## src/rtl/pseudo_spi_scan_rx_pkg.sv

```systemverilog
// Shared definitions for the pseudo-SPI scan read-back path: sizes, FSM state codes
// and the four scan clock phases of a bit slot.
package pseudo_spi_scan_rx_pkg;

  localparam int MEM_DATA_W = 8;
  localparam int MEM_ADDR_W = 9;
  localparam int DATA_LEN_W = 8;
  localparam int FREQ_DIV_W = 8;

  localparam logic [2:0] ST_IDLE = 3'd0;
  localparam logic [2:0] ST_CAPT = 3'd1;
  localparam logic [2:0] ST_SHIF = 3'd2;
  localparam logic [2:0] ST_WRIT = 3'd3;
  localparam logic [2:0] ST_DONE = 3'd4;

  typedef enum logic [1:0] {
    PH_SCLK1 = 2'd0,
    PH_GAP1  = 2'd1,
    PH_SCLK2 = 2'd2,
    PH_GAP2  = 2'd3
  } scan_phase_e;

  function automatic scan_phase_e next_phase(input scan_phase_e ph);
    case (ph)
      PH_SCLK1: next_phase = PH_GAP1;
      PH_GAP1:  next_phase = PH_SCLK2;
      PH_SCLK2: next_phase = PH_GAP2;
      PH_GAP2:  next_phase = PH_SCLK1;
      default:  next_phase = PH_SCLK1;
    endcase
  endfunction

endpackage

```

## src/rtl/pseudo_spi_scan_rx_phase_gen.sv

```systemverilog
// Bit-slot generator: FREQ_DIV divider plus phase counter producing non-overlapping
// SCLK1/SCLK2 pulses; o_slot_start marks an edge at which a new slot may begin.
module pseudo_spi_scan_rx_phase_gen
  import pseudo_spi_scan_rx_pkg::*;
#(
  parameter int DIV_W = FREQ_DIV_W
) (
  input  logic             i_clk,
  input  logic             rst_n,
  input  logic             i_clr,
  input  logic             i_run,
  input  logic [DIV_W-1:0] i_freq_div,
  output logic             o_sclk1,
  output logic             o_sclk2,
  output logic             o_slot_start
);

  localparam logic [DIV_W-1:0] DIV_ZERO = {DIV_W{1'b0}};
  localparam logic [DIV_W-1:0] DIV_ONE  = {{(DIV_W-1){1'b0}}, 1'b1};

  logic             r_busy, w_busy_nxt;
  scan_phase_e      r_phase, w_phase_nxt;
  logic [DIV_W-1:0] r_div, w_div_nxt;
  logic             r_sclk1, w_sclk1_nxt;
  logic             r_sclk2, w_sclk2_nxt;
  logic             w_phase_end;
  logic             w_slot_end;

  assign w_phase_end  = (r_div == i_freq_div);
  assign w_slot_end   = r_busy && w_phase_end && (r_phase == PH_GAP2);
  assign o_slot_start = !r_busy || w_slot_end;
  assign o_sclk1      = r_sclk1;
  assign o_sclk2      = r_sclk2;

  // Next-state logic; a restart in the last cycle of a slot chains slots back to back
  always_comb begin
    w_busy_nxt  = r_busy;
    w_phase_nxt = r_phase;
    w_div_nxt   = r_div;
    w_sclk1_nxt = r_sclk1;
    w_sclk2_nxt = r_sclk2;
    if (i_clr) begin
      w_busy_nxt  = 1'b0;
      w_phase_nxt = PH_SCLK1;
      w_div_nxt   = DIV_ZERO;
      w_sclk1_nxt = 1'b0;
      w_sclk2_nxt = 1'b0;
    end else if (i_run && o_slot_start) begin
      w_busy_nxt  = 1'b1;
      w_phase_nxt = PH_SCLK1;
      w_div_nxt   = DIV_ZERO;
      w_sclk1_nxt = 1'b1;
      w_sclk2_nxt = 1'b0;
    end else if (r_busy) begin
      if (w_phase_end) begin
        w_div_nxt   = DIV_ZERO;
        w_phase_nxt = next_phase(r_phase);
        w_busy_nxt  = (r_phase != PH_GAP2);
        w_sclk1_nxt = 1'b0;
        w_sclk2_nxt = (r_phase == PH_GAP1);
      end else begin
        w_div_nxt = r_div + DIV_ONE;
      end
    end else begin
      w_busy_nxt = 1'b0;
    end
  end

  // Slot state and scan clock registers
  always_ff @(posedge i_clk or negedge rst_n) begin
    if (!rst_n) begin
      r_busy  <= 1'b0;
      r_phase <= PH_SCLK1;
      r_div   <= DIV_ZERO;
      r_sclk1 <= 1'b0;
      r_sclk2 <= 1'b0;
    end else begin
      r_busy  <= w_busy_nxt;
      r_phase <= w_phase_nxt;
      r_div   <= w_div_nxt;
      r_sclk1 <= w_sclk1_nxt;
      r_sclk2 <= w_sclk2_nxt;
    end
  end

endmodule

```

## src/rtl/pseudo_spi_scan_rx.sv

```systemverilog
// Scan-chain read-back: one capture slot with SEL high, then shifts the chain out,
// packs SPI_SI into bytes (first bit in LSB) and writes them to SRAM at descending addresses.
module pseudo_spi_scan_rx
  import pseudo_spi_scan_rx_pkg::*;
#(
  parameter int MEMORY_DATA_WIDTH = MEM_DATA_W,
  parameter int MEMORY_ADDR_WIDTH = MEM_ADDR_W,
  parameter int RESERVED_DATA_LEN = DATA_LEN_W
) (
  input  logic                         i_clk,
  input  logic                         rst_n,
  input  logic                         i_bgn,
  input  logic [MEMORY_ADDR_WIDTH-1:0] i_addr_bgn,
  input  logic [RESERVED_DATA_LEN-1:0] i_data_len,
  input  logic [FREQ_DIV_W-1:0]        i_freq_div,
  input  logic                         i_spi_si,
  output logic                         o_sclk1,
  output logic                         o_sclk2,
  output logic                         o_sel,
  output logic                         o_cen,
  output logic                         o_d_we,
  output logic [MEMORY_ADDR_WIDTH-1:0] o_a,
  output logic [MEMORY_DATA_WIDTH-1:0] o_po,
  output logic                         o_spi_is_done
);

  localparam int DW  = MEMORY_DATA_WIDTH;
  localparam int AW  = MEMORY_ADDR_WIDTH;
  localparam int LW  = RESERVED_DATA_LEN;
  localparam int BCW = $clog2(DW);

  localparam logic [AW-1:0]  ADDR_ONE = {{(AW-1){1'b0}}, 1'b1};
  localparam logic [LW-1:0]  BYTE_ONE = {{(LW-1){1'b0}}, 1'b1};
  localparam logic [BCW-1:0] BIT_ONE  = {{(BCW-1){1'b0}}, 1'b1};
  localparam logic [BCW-1:0] BIT_ZERO = {BCW{1'b0}};
  localparam logic [BCW-1:0] BIT_LAST = BCW'(DW - 1);

  logic [2:0]            r_state, w_state_nxt;
  logic [AW-1:0]         r_addr, w_addr_nxt;
  logic [LW-1:0]         r_data_len, w_data_len_nxt;
  logic [LW-1:0]         r_byte_cnt, w_byte_cnt_nxt;
  logic [FREQ_DIV_W-1:0] r_freq_div, w_freq_div_nxt;
  logic [BCW-1:0]        r_bit_cnt, w_bit_cnt_nxt;
  logic [DW-1:0]         r_shreg, w_shreg_nxt;
  logic                  r_sel, w_sel_nxt;
  logic                  r_cen, w_cen_nxt;
  logic                  r_d_we, w_d_we_nxt;
  logic [AW-1:0]         r_a, w_a_nxt;
  logic [DW-1:0]         r_po, w_po_nxt;
  logic                  r_done, w_done_nxt;
  logic                  w_run;
  logic                  w_slot_start;
  logic                  w_sclk1;
  logic                  w_sclk2;
  logic [DW-1:0]         w_shifted;
  logic                  w_last_byte;

  assign w_shifted   = {i_spi_si, r_shreg[DW-1:1]};
  assign w_last_byte = (r_byte_cnt == r_data_len);

  pseudo_spi_scan_rx_phase_gen #(
    .DIV_W (FREQ_DIV_W)
  ) u_phase_gen (
    .i_clk        (i_clk),
    .rst_n        (rst_n),
    .i_clr        (!i_bgn),
    .i_run        (w_run),
    .i_freq_div   (r_freq_div),
    .o_sclk1      (w_sclk1),
    .o_sclk2      (w_sclk2),
    .o_slot_start (w_slot_start)
  );

  // Read-back FSM; every slot boundary in SHIF samples SPI_SI before the next SCLK1 phase
  always_comb begin
    w_state_nxt    = r_state;
    w_addr_nxt     = r_addr;
    w_data_len_nxt = r_data_len;
    w_byte_cnt_nxt = r_byte_cnt;
    w_freq_div_nxt = r_freq_div;
    w_bit_cnt_nxt  = r_bit_cnt;
    w_shreg_nxt    = r_shreg;
    w_sel_nxt      = r_sel;
    w_cen_nxt      = 1'b1;
    w_d_we_nxt     = 1'b0;
    w_a_nxt        = r_a;
    w_po_nxt       = r_po;
    w_done_nxt     = r_done;
    w_run          = 1'b0;
    if (!i_bgn) begin
      w_state_nxt    = ST_IDLE;
      w_byte_cnt_nxt = {LW{1'b0}};
      w_bit_cnt_nxt  = BIT_ZERO;
      w_shreg_nxt    = {DW{1'b0}};
      w_sel_nxt      = 1'b0;
      w_a_nxt        = {AW{1'b0}};
      w_po_nxt       = {DW{1'b0}};
      w_done_nxt     = 1'b0;
    end else begin
      case (r_state)
        ST_IDLE: begin
          w_state_nxt    = ST_CAPT;
          w_addr_nxt     = i_addr_bgn;
          w_data_len_nxt = i_data_len;
          w_freq_div_nxt = i_freq_div;
          w_byte_cnt_nxt = {LW{1'b0}};
          w_bit_cnt_nxt  = BIT_ZERO;
          w_shreg_nxt    = {DW{1'b0}};
          w_sel_nxt      = 1'b1;
          w_run          = 1'b1;
        end
        ST_CAPT: begin
          if (w_slot_start) begin
            w_state_nxt   = ST_SHIF;
            w_sel_nxt     = 1'b0;
            w_shreg_nxt   = w_shifted;
            w_bit_cnt_nxt = BIT_ONE;
            w_run         = 1'b1;
          end else begin
            w_run = 1'b0;
          end
        end
        ST_SHIF: begin
          if (!w_slot_start) begin
            w_run = 1'b0;
          end else if (r_bit_cnt == BIT_ZERO) begin
            // Byte complete and the next bit already shifted to SO
            w_state_nxt = ST_WRIT;
            w_cen_nxt   = 1'b0;
            w_d_we_nxt  = 1'b1;
            w_a_nxt     = r_addr;
            w_po_nxt    = r_shreg;
          end else if ((r_bit_cnt == BIT_LAST) && w_last_byte) begin
            // Final bit of the run: no trailing SCLK pulse
            w_state_nxt   = ST_WRIT;
            w_shreg_nxt   = w_shifted;
            w_bit_cnt_nxt = BIT_ZERO;
            w_cen_nxt     = 1'b0;
            w_d_we_nxt    = 1'b1;
            w_a_nxt       = r_addr;
            w_po_nxt      = w_shifted;
          end else begin
            w_shreg_nxt   = w_shifted;
            w_bit_cnt_nxt = r_bit_cnt + BIT_ONE;
            w_run         = 1'b1;
          end
        end
        ST_WRIT: begin
          if (w_last_byte) begin
            w_state_nxt = ST_DONE;
            w_done_nxt  = 1'b1;
          end else begin
            w_state_nxt    = ST_SHIF;
            w_addr_nxt     = r_addr - ADDR_ONE;
            w_byte_cnt_nxt = r_byte_cnt + BYTE_ONE;
            w_shreg_nxt    = w_shifted;
            w_bit_cnt_nxt  = BIT_ONE;
            w_run          = 1'b1;
          end
        end
        ST_DONE: begin
          w_done_nxt = 1'b1;
        end
        default: begin
          w_state_nxt = ST_IDLE;
        end
      endcase
    end
  end

  // State, datapath and output registers
  always_ff @(posedge i_clk or negedge rst_n) begin
    if (!rst_n) begin
      r_state    <= ST_IDLE;
      r_addr     <= {AW{1'b0}};
      r_data_len <= {LW{1'b0}};
      r_byte_cnt <= {LW{1'b0}};
      r_freq_div <= {FREQ_DIV_W{1'b0}};
      r_bit_cnt  <= BIT_ZERO;
      r_shreg    <= {DW{1'b0}};
      r_sel      <= 1'b0;
      r_cen      <= 1'b1;
      r_d_we     <= 1'b0;
      r_a        <= {AW{1'b0}};
      r_po       <= {DW{1'b0}};
      r_done     <= 1'b0;
    end else begin
      r_state    <= w_state_nxt;
      r_addr     <= w_addr_nxt;
      r_data_len <= w_data_len_nxt;
      r_byte_cnt <= w_byte_cnt_nxt;
      r_freq_div <= w_freq_div_nxt;
      r_bit_cnt  <= w_bit_cnt_nxt;
      r_shreg    <= w_shreg_nxt;
      r_sel      <= w_sel_nxt;
      r_cen      <= w_cen_nxt;
      r_d_we     <= w_d_we_nxt;
      r_a        <= w_a_nxt;
      r_po       <= w_po_nxt;
      r_done     <= w_done_nxt;
    end
  end

  assign o_sclk1       = w_sclk1;
  assign o_sclk2       = w_sclk2;
  assign o_sel         = r_sel;
  assign o_cen         = r_cen;
  assign o_d_we        = r_d_we;
  assign o_a           = r_a;
  assign o_po          = r_po;
  assign o_spi_is_done = r_done;

endmodule

```

## config.mk

```make
export PLATFORM = sky130hd
export DESIGN_NAME = pseudo_spi_scan_rx
export DESIGN_NICKNAME = d
export VERILOG_FILES = /design/src/rtl/pseudo_spi_scan_rx_pkg.sv /design/src/rtl/pseudo_spi_scan_rx_phase_gen.sv /design/src/rtl/pseudo_spi_scan_rx.sv
export SDC_FILE = /design/constraint.sdc
export NUM_CORES = 1
export LEC_CHECK = 0
export CAP_MARGIN = 20
export CORE_MARGIN = 1.5
export CORE_UTILIZATION = 40
export CTS_CLUSTER_DIAMETER = 200
export DETAILED_ROUTE_END_ITERATION = 7
export PLACE_DENSITY_LB_ADDON = 0.08
export SYNTH_ARGS = -nofsm -noshare
export SYNTH_HDL_FRONTEND = slang
export SYNTH_SLANG_ARGS = --single-unit
```

## constraint.sdc

```tcl
create_clock -name i_clk -period 3.7 [get_ports i_clk]
set_input_delay 0.74 -clock i_clk [delete_from_list [all_inputs] [get_ports i_clk]]
set_output_delay 0.74 -clock i_clk [all_outputs]
set_load 0.01 [all_outputs]
```

==> run metrics, run 1 <==
status=complete, no violations; YS warnings=0; via count of the routed design=3107; worst slew pin tran=0.640 ns; worst hold slack=0.348 ns; die area=0.0109 sq mm; Chip Width=104 um; H-tree depth=3; crit path DAT=2.61 ns; crit end category=flip-flop; Fillers=930; # diodes=0; RSZ-0062 raised after global routing=false; Hold Crit Class=in2async; Post-synth ARST share=100%; layout cells sized above 1=12.5%; placed inst area=0.00476 sq mm; Skew-Pair Late Insertion Delay=0.35 ns; Critical Path Sink=r_addr[8]; largest cells by area after synthesis=dfrtp_1, mux2_2, nor2_1; Cells after Synth=408; clock slew at reported path FFs=0.08 ns; Via density=5.20; count of different cell masters after synthesis=50; Post-CTS Resized=0; Reg-to-Reg Start=r_byte_cnt[5]; Routability Congestion=0.843; final worst path period share=62.7%; final instance area=0.00495 sq mm; drt total wl=8400 um; Chip Height=104 um; Nets=500; drt first pass iters=4; CP Launch Point=i_bgn; Max Slew Vio Count=0; Area Growth Syn to Fin=20.5%; cts-stage hold buffer count=0; mean post-synth cell area=10.1 sq um; drt wl/cell=14.0 um; Yosys reg bits=81; area share of the largest cell type after synthesis=48.7%; final core utilization=50.2%; crit-path max FO=16; Fmax achieved=431 MHz; io pins=52; largest area contributor in the netlist=dfrtp_1; clock skew=0.0111 ns; Core ar.=0.00986 sq mm; ys flop type=dfrtp_1; Std-Cell Rows=36; Critical Path Start Type=input port; CTS root buffer=clkbuf_8; initial antenna violation count=0; DRC violations left=0; IO buf count=51; number of global-route vias before repair=3170; GRT overflow=0; CP Class=in2reg; minimum clock period=2.32 ns; maximum vdd drop=0.183 mV; setup bufs post-CTS=0; largest net degree at the start of global routing=82; pwr/cell area=400 mW/mm^2; initial core utilization=41.7%; Post-Syn Nets=447; reg2reg path depth=8; Post-DP HPWL=5820 um; number of synthesized flops with an enable pin=0; Req. time, crit path=3.99 ns; register area share after synthesis=49.4%; DRT iter0 DRCs=78; first-pass GRT wire length=15000 um; final-report setup violation count=0; Leakage=2.12 nW; Max-Cap Viols=0; Rel. slew slack=57.1%; Hold Fails Final Rpt=0; worst reg2reg setup slack=1.38 ns; remaining antenna violation count=0; gr usage total=16.7%; CTS Sinks=81; Netlist Area Pre-Place=0.00411 sq mm; setup TNS=0 ns; CTS Buf Count=9; CTS tree=built; clk buf depth=2; reg2reg end=o_po[5]
-- synth_stat cells (4+ instances only) --
| library cell | n |
|---|---|
| a211oi_1 | 7 |
| mux2i_1 | 10 |
| xor2_1 | 11 |
| xnor2_1 | 13 |
| inv_1 | 23 |
| a21o_1 | 4 |
| or3_1 | 4 |
| mux2_2 | 20 |
| a31oi_1 | 6 |
| nor3_1 | 12 |
| or2_2 | 4 |
| clkbuf_1 | 16 |
| o22ai_1 | 6 |
| a21oi_1 | 26 |
| nand3_1 | 15 |
| nand2b_1 | 4 |
| and3_1 | 5 |
| ha_1 | 10 |
| nand2_1 | 25 |
| o21ai_0 | 26 |
| nor2_1 | 36 |
| dfrtp_1 | 80 |
-- flip-flops by register name, summed over array words and instances, names as in the netlist, 2 cells and up --
name and flops:
o_a 9, o_po 8, r_addr 9, r_bit_cnt 3, r_byte_cnt 8, r_data_len 8
r_freq_div 8, r_shreg 8, r_state 3, u_phase_gen.r_div 8, u_phase_gen.r_phase 2
-- cells by family after synthesis --
family          Yosys count  share of synthesized area, %
fa+ha+maj                10                          3.05
buf+inv                  43                          4.26
flops                    81                          49.4
xor+xnor                 24                          5.12
simple gates            119                          14.0
compound gates          101                          16.3
mux                      30                          7.92
-- critical path, cell delays in order --
cell,delay [ns]
clkdlybuf4s50_1,0.63
inv_1,0.09
nor2_1,0.37
o21ai_1,0.19
buf_4,0.23
o21ba_2,0.23
o22a_1,0.12
-- layout by cell type, fill, tap and decap left out, drive strengths merged, types with 4 or more instances in the layout --
master,instances
mux2,20
nor3,12
a21oi,26
clkbuf,12
mux2i,10
or3,4
nor2,36
nand2b,4
xnor2,13
buf,12
a211oi,10
or2,4
ha,10
nand3,15
nand2,25
clkdlybuf4s50,50
inv,23
a21o,4
dfrtp,80
o21ai,27
xor2,11
and3,5
a31oi,6
o22ai,6
-- metal layers --
metal  up-vias  GRT usage, %  share of wire, %
met4         0          4.76               1.1
met3        11          3.26               2.7
met2        45          27.6                49
li1       1546             -                 -
met1      1505          22.2                47
met5         -             0                 0
-- worst min path at each step --
| stage | startpoint | to | slack (ns) | cells after the start |
|---|---|---|---|---|
| global placement | r_shreg[0] | r_shreg[0] | 0.49 | 1 |
| floorplan | rst_n | o_a[0] | 0.44 | 0 |
| CTS | r_shreg[0] | r_shreg[0] | 0.52 | 1 |
| detailed placement | r_shreg[0] | r_shreg[0] | 0.50 | 1 |
| global route | rst_n | u_phase_gen.r_div[7] | 0.38 | 1 |
| finish | rst_n | u_phase_gen.r_div[7] | 0.35 | 1 |
-- final cells by class --
class / instances / area (sq um) / share of cell area [%]
inverter: 23 / 86.3 / 1.74
clock inverter: 3 / 17.5 / 0.354
tap: 133 / 166 / 3.36
clock buffer: 12 / 145 / 2.93
multi-input combinational: 284 / 1910 / 38.5
timing repair buffer: 62 / 603 / 12.2
sequential: 81 / 2030 / 41.0
-- metrics by stage --
stage,power (mW),instances,setup WS (ns)
floorplan,1.30,408,1.22
global placement,1.43,581,0.926
detailed placement,1.44,581,0.781
CTS,2.01,596,1.07
global route,2.10,598,1.15
finish,1.98,598,1.38
-- report_power, final --
group,internal [mW],switching (mW)
sequential,0.971,0.0778
clock,0.257,0.307
combinational,0.186,0.184
(Power assumes the default switching activity.)
==> run 2: changes to the inputs <==
==> constraint.sdc (replaced) <==
create_clock -name i_clk -period 2.1 [get_ports i_clk]
set_input_delay 0.42 -clock i_clk [delete_from_list [all_inputs] [get_ports i_clk]]
set_output_delay 0.42 -clock i_clk [all_outputs]
set_load 0.01 [all_outputs]
==> run 2 against run 1 <==
  * The flow now finishes with violations (setup timing)
  * Utilization increased by 7.1 points
  * Worst setup slack got worse by 1.4 ns
  * Final cell count increased by 7.4%
  * Clock power increased by 78%
  * Sequential power increased by 76%
  * Global-route usage increased by 1.6 points
  * Total power increased by 86%
==> run metrics, run 2 (same netlist as run 1, synthesis figures left out) <==
status=finished with violations; violated checks=setup timing; drt first pass iters=4 (unchanged); Core ar.=0.00986 sq mm (unchanged); family with the most delay on the worst path=buffers and inverters; Critical Path Start Type=flip-flop; first-pass GRT wire length=16100 um (+7.5%); pwr/cell area=653 mW/mm^2 (+63%); DRC violations left=0 (unchanged); maximum vdd drop=0.386 mV (+110%); initial core utilization=41.7% (unchanged); gr usage total=18.3% (+1.6 points); Reg-to-Reg Start=r_byte_cnt[6]; number of global-route vias before repair=3405 (+7.4%); H-tree depth=3 (unchanged); CTS Sinks=81 (unchanged); Leakage=2.42 nW (+14%); Fillers=845 (-9.1%); Via density=5.24 (+0.85%); Req. time, crit path=2.32 ns (-1.67 ns); most common cell after layout, fill and taps aside=dfrtp_1; Hold Crit Class=in2async; layout cells sized above 1=27.9% (+15 points); Skew-Pair Late Insertion Delay=0.35 ns (about the same); CP Launch Point=r_byte_cnt[6]; CTS root buffer=clkbuf_8; final core utilization=57.3% (+7.1 points); Area Growth Syn to Fin=37.7%; Chip Height=104 um (unchanged); post-route setup slack=-0.0233 ns (-1.40 ns); most frequent cells in the layout=dfrtp_1, clkdlybuf4s50_1, buf_4; worst slew pin tran=0.388 ns (-0.252 ns); Post-DP HPWL=6410 um (+10%); crit path DAT=2.35 ns (-0.26 ns); Hold Fails Final Rpt=0 (unchanged); io pins=52 (unchanged); # diodes=0 (unchanged); final worst path period share=101%; via count of the routed design=3364 (+8.3%); largest net degree at the start of global routing=43 (-48%); Nets=543 (+8.6%); CP Class=reg2reg; CP max-delay cell=dfrtp_1; Chip Width=104 um (unchanged); DRT iter0 DRCs=111 (+42%); minimum clock period=2.12 ns; Finished Layout Cells=642 (+7.4%); drt total wl=9570 um (+14%); CP cell instances=xor2_2 -> nor4_4 -> a31oi_2 -> a2111oi_4 -> buf_6 -> buf_12 -> clkbuf_16 -> a211oi_2; RSZ-0062 raised after global routing=true; Std-Cell Rows=36 (unchanged); pre-CTS setup slack=-0.101 ns (-0.882 ns); final-report setup violation count=8 (+8); Critical Path Max Stage Delay=0.44 ns (-0.19 ns); Fmax achieved=471 MHz; drt wl/cell=14.9 um (+6.1%); remaining antenna violation count=0 (unchanged); CTS tree=built; Routability Congestion=0.795 (-5.7%); GRT overflow=0 (unchanged); Rel. slew slack=73.9% (+17 points); clk buf depth=2 (unchanged); crit-path max FO=8 (-8); initial antenna violation count=0 (unchanged); crit end category=flip-flop; worst hold slack=0.459 ns (+0.111 ns); area taken by multi-input logic gates=0.00215 sq mm (+13%); Max Slew Vio Count=0 (unchanged); clock slew at reported path FFs=0.08 ns (about the same); die area=0.0109 sq mm (unchanged); crit path buf inv count=3 (unchanged); Cells after DPL=610 (+5.0%); CTS Buf Count=9 (unchanged); register area=0.00203 sq mm (unchanged); IO buf count=51 (unchanged); Max-Cap Viols=0 (unchanged); clock skew=0.0119 ns (+0.000806 ns)
run 2: cell type report:
cell class,instances,area share (%)
clock buffers,11,2.32
clock inverters,5,0.575
inverters,23,1.53
multi-input cells,284,38.0
flip-flops and latches,81,35.9
well taps,133,2.94
repair buffers,105,18.8
run 2: per-layer routing:
metal	GRT usage, %	share of wire [%]	up-vias
met5	0	0	-
met4	6.75	1.4	0
met3	2.07	2.4	13
met2	29.9	49	56
met1	25.0	47	1670
li1	-	-	1625
run 2: final timing paths:
path                                        end  slack [ns]  cells after the start
min in group i_clk          u_phase_gen.o_sclk1        0.51                      1
min reg2reg                 u_phase_gen.o_sclk1        0.51                      1
min                        u_phase_gen.r_div[6]        0.46                      2
max reg2reg                             o_po[2]       -0.02                      8
max in group asynchronous                 o_cen        1.00                      3
max                                     o_po[2]       -0.02                      8
run 2: metrics by stage:
stage	power, mW	instance area [sq um]	TNS, ns
6_report	3.70	5660	-0.109
5_1_grt	3.92	5660	-1.20
4_1_cts	3.65	5300	-0.0214
3_5_place_dp	2.62	5050	-0.549
3_3_place_gp	2.60	5050	-0.179
2_1_floorplan	2.31	4150	0
run 2: where the power goes:
group	leakage, nW	switching (mW)	internal (mW)
logic	1.28	0.407	0.438
registers	1.06	0.140	1.71
clock network	0.0753	0.574	0.426
total	2.42	1.12	2.57
run 2: repair_timing:
item | 4_1_cts | 5_1_grt
endpoints found under the hold margin | 15 | 0
hold buffers | 1 | 0
resized for setup | 3 | 60
pin swaps | 3 | 11
buffers inserted | 4 | 6
endpoints found under the setup margin | 15 | 53
cloned | 1 | 4
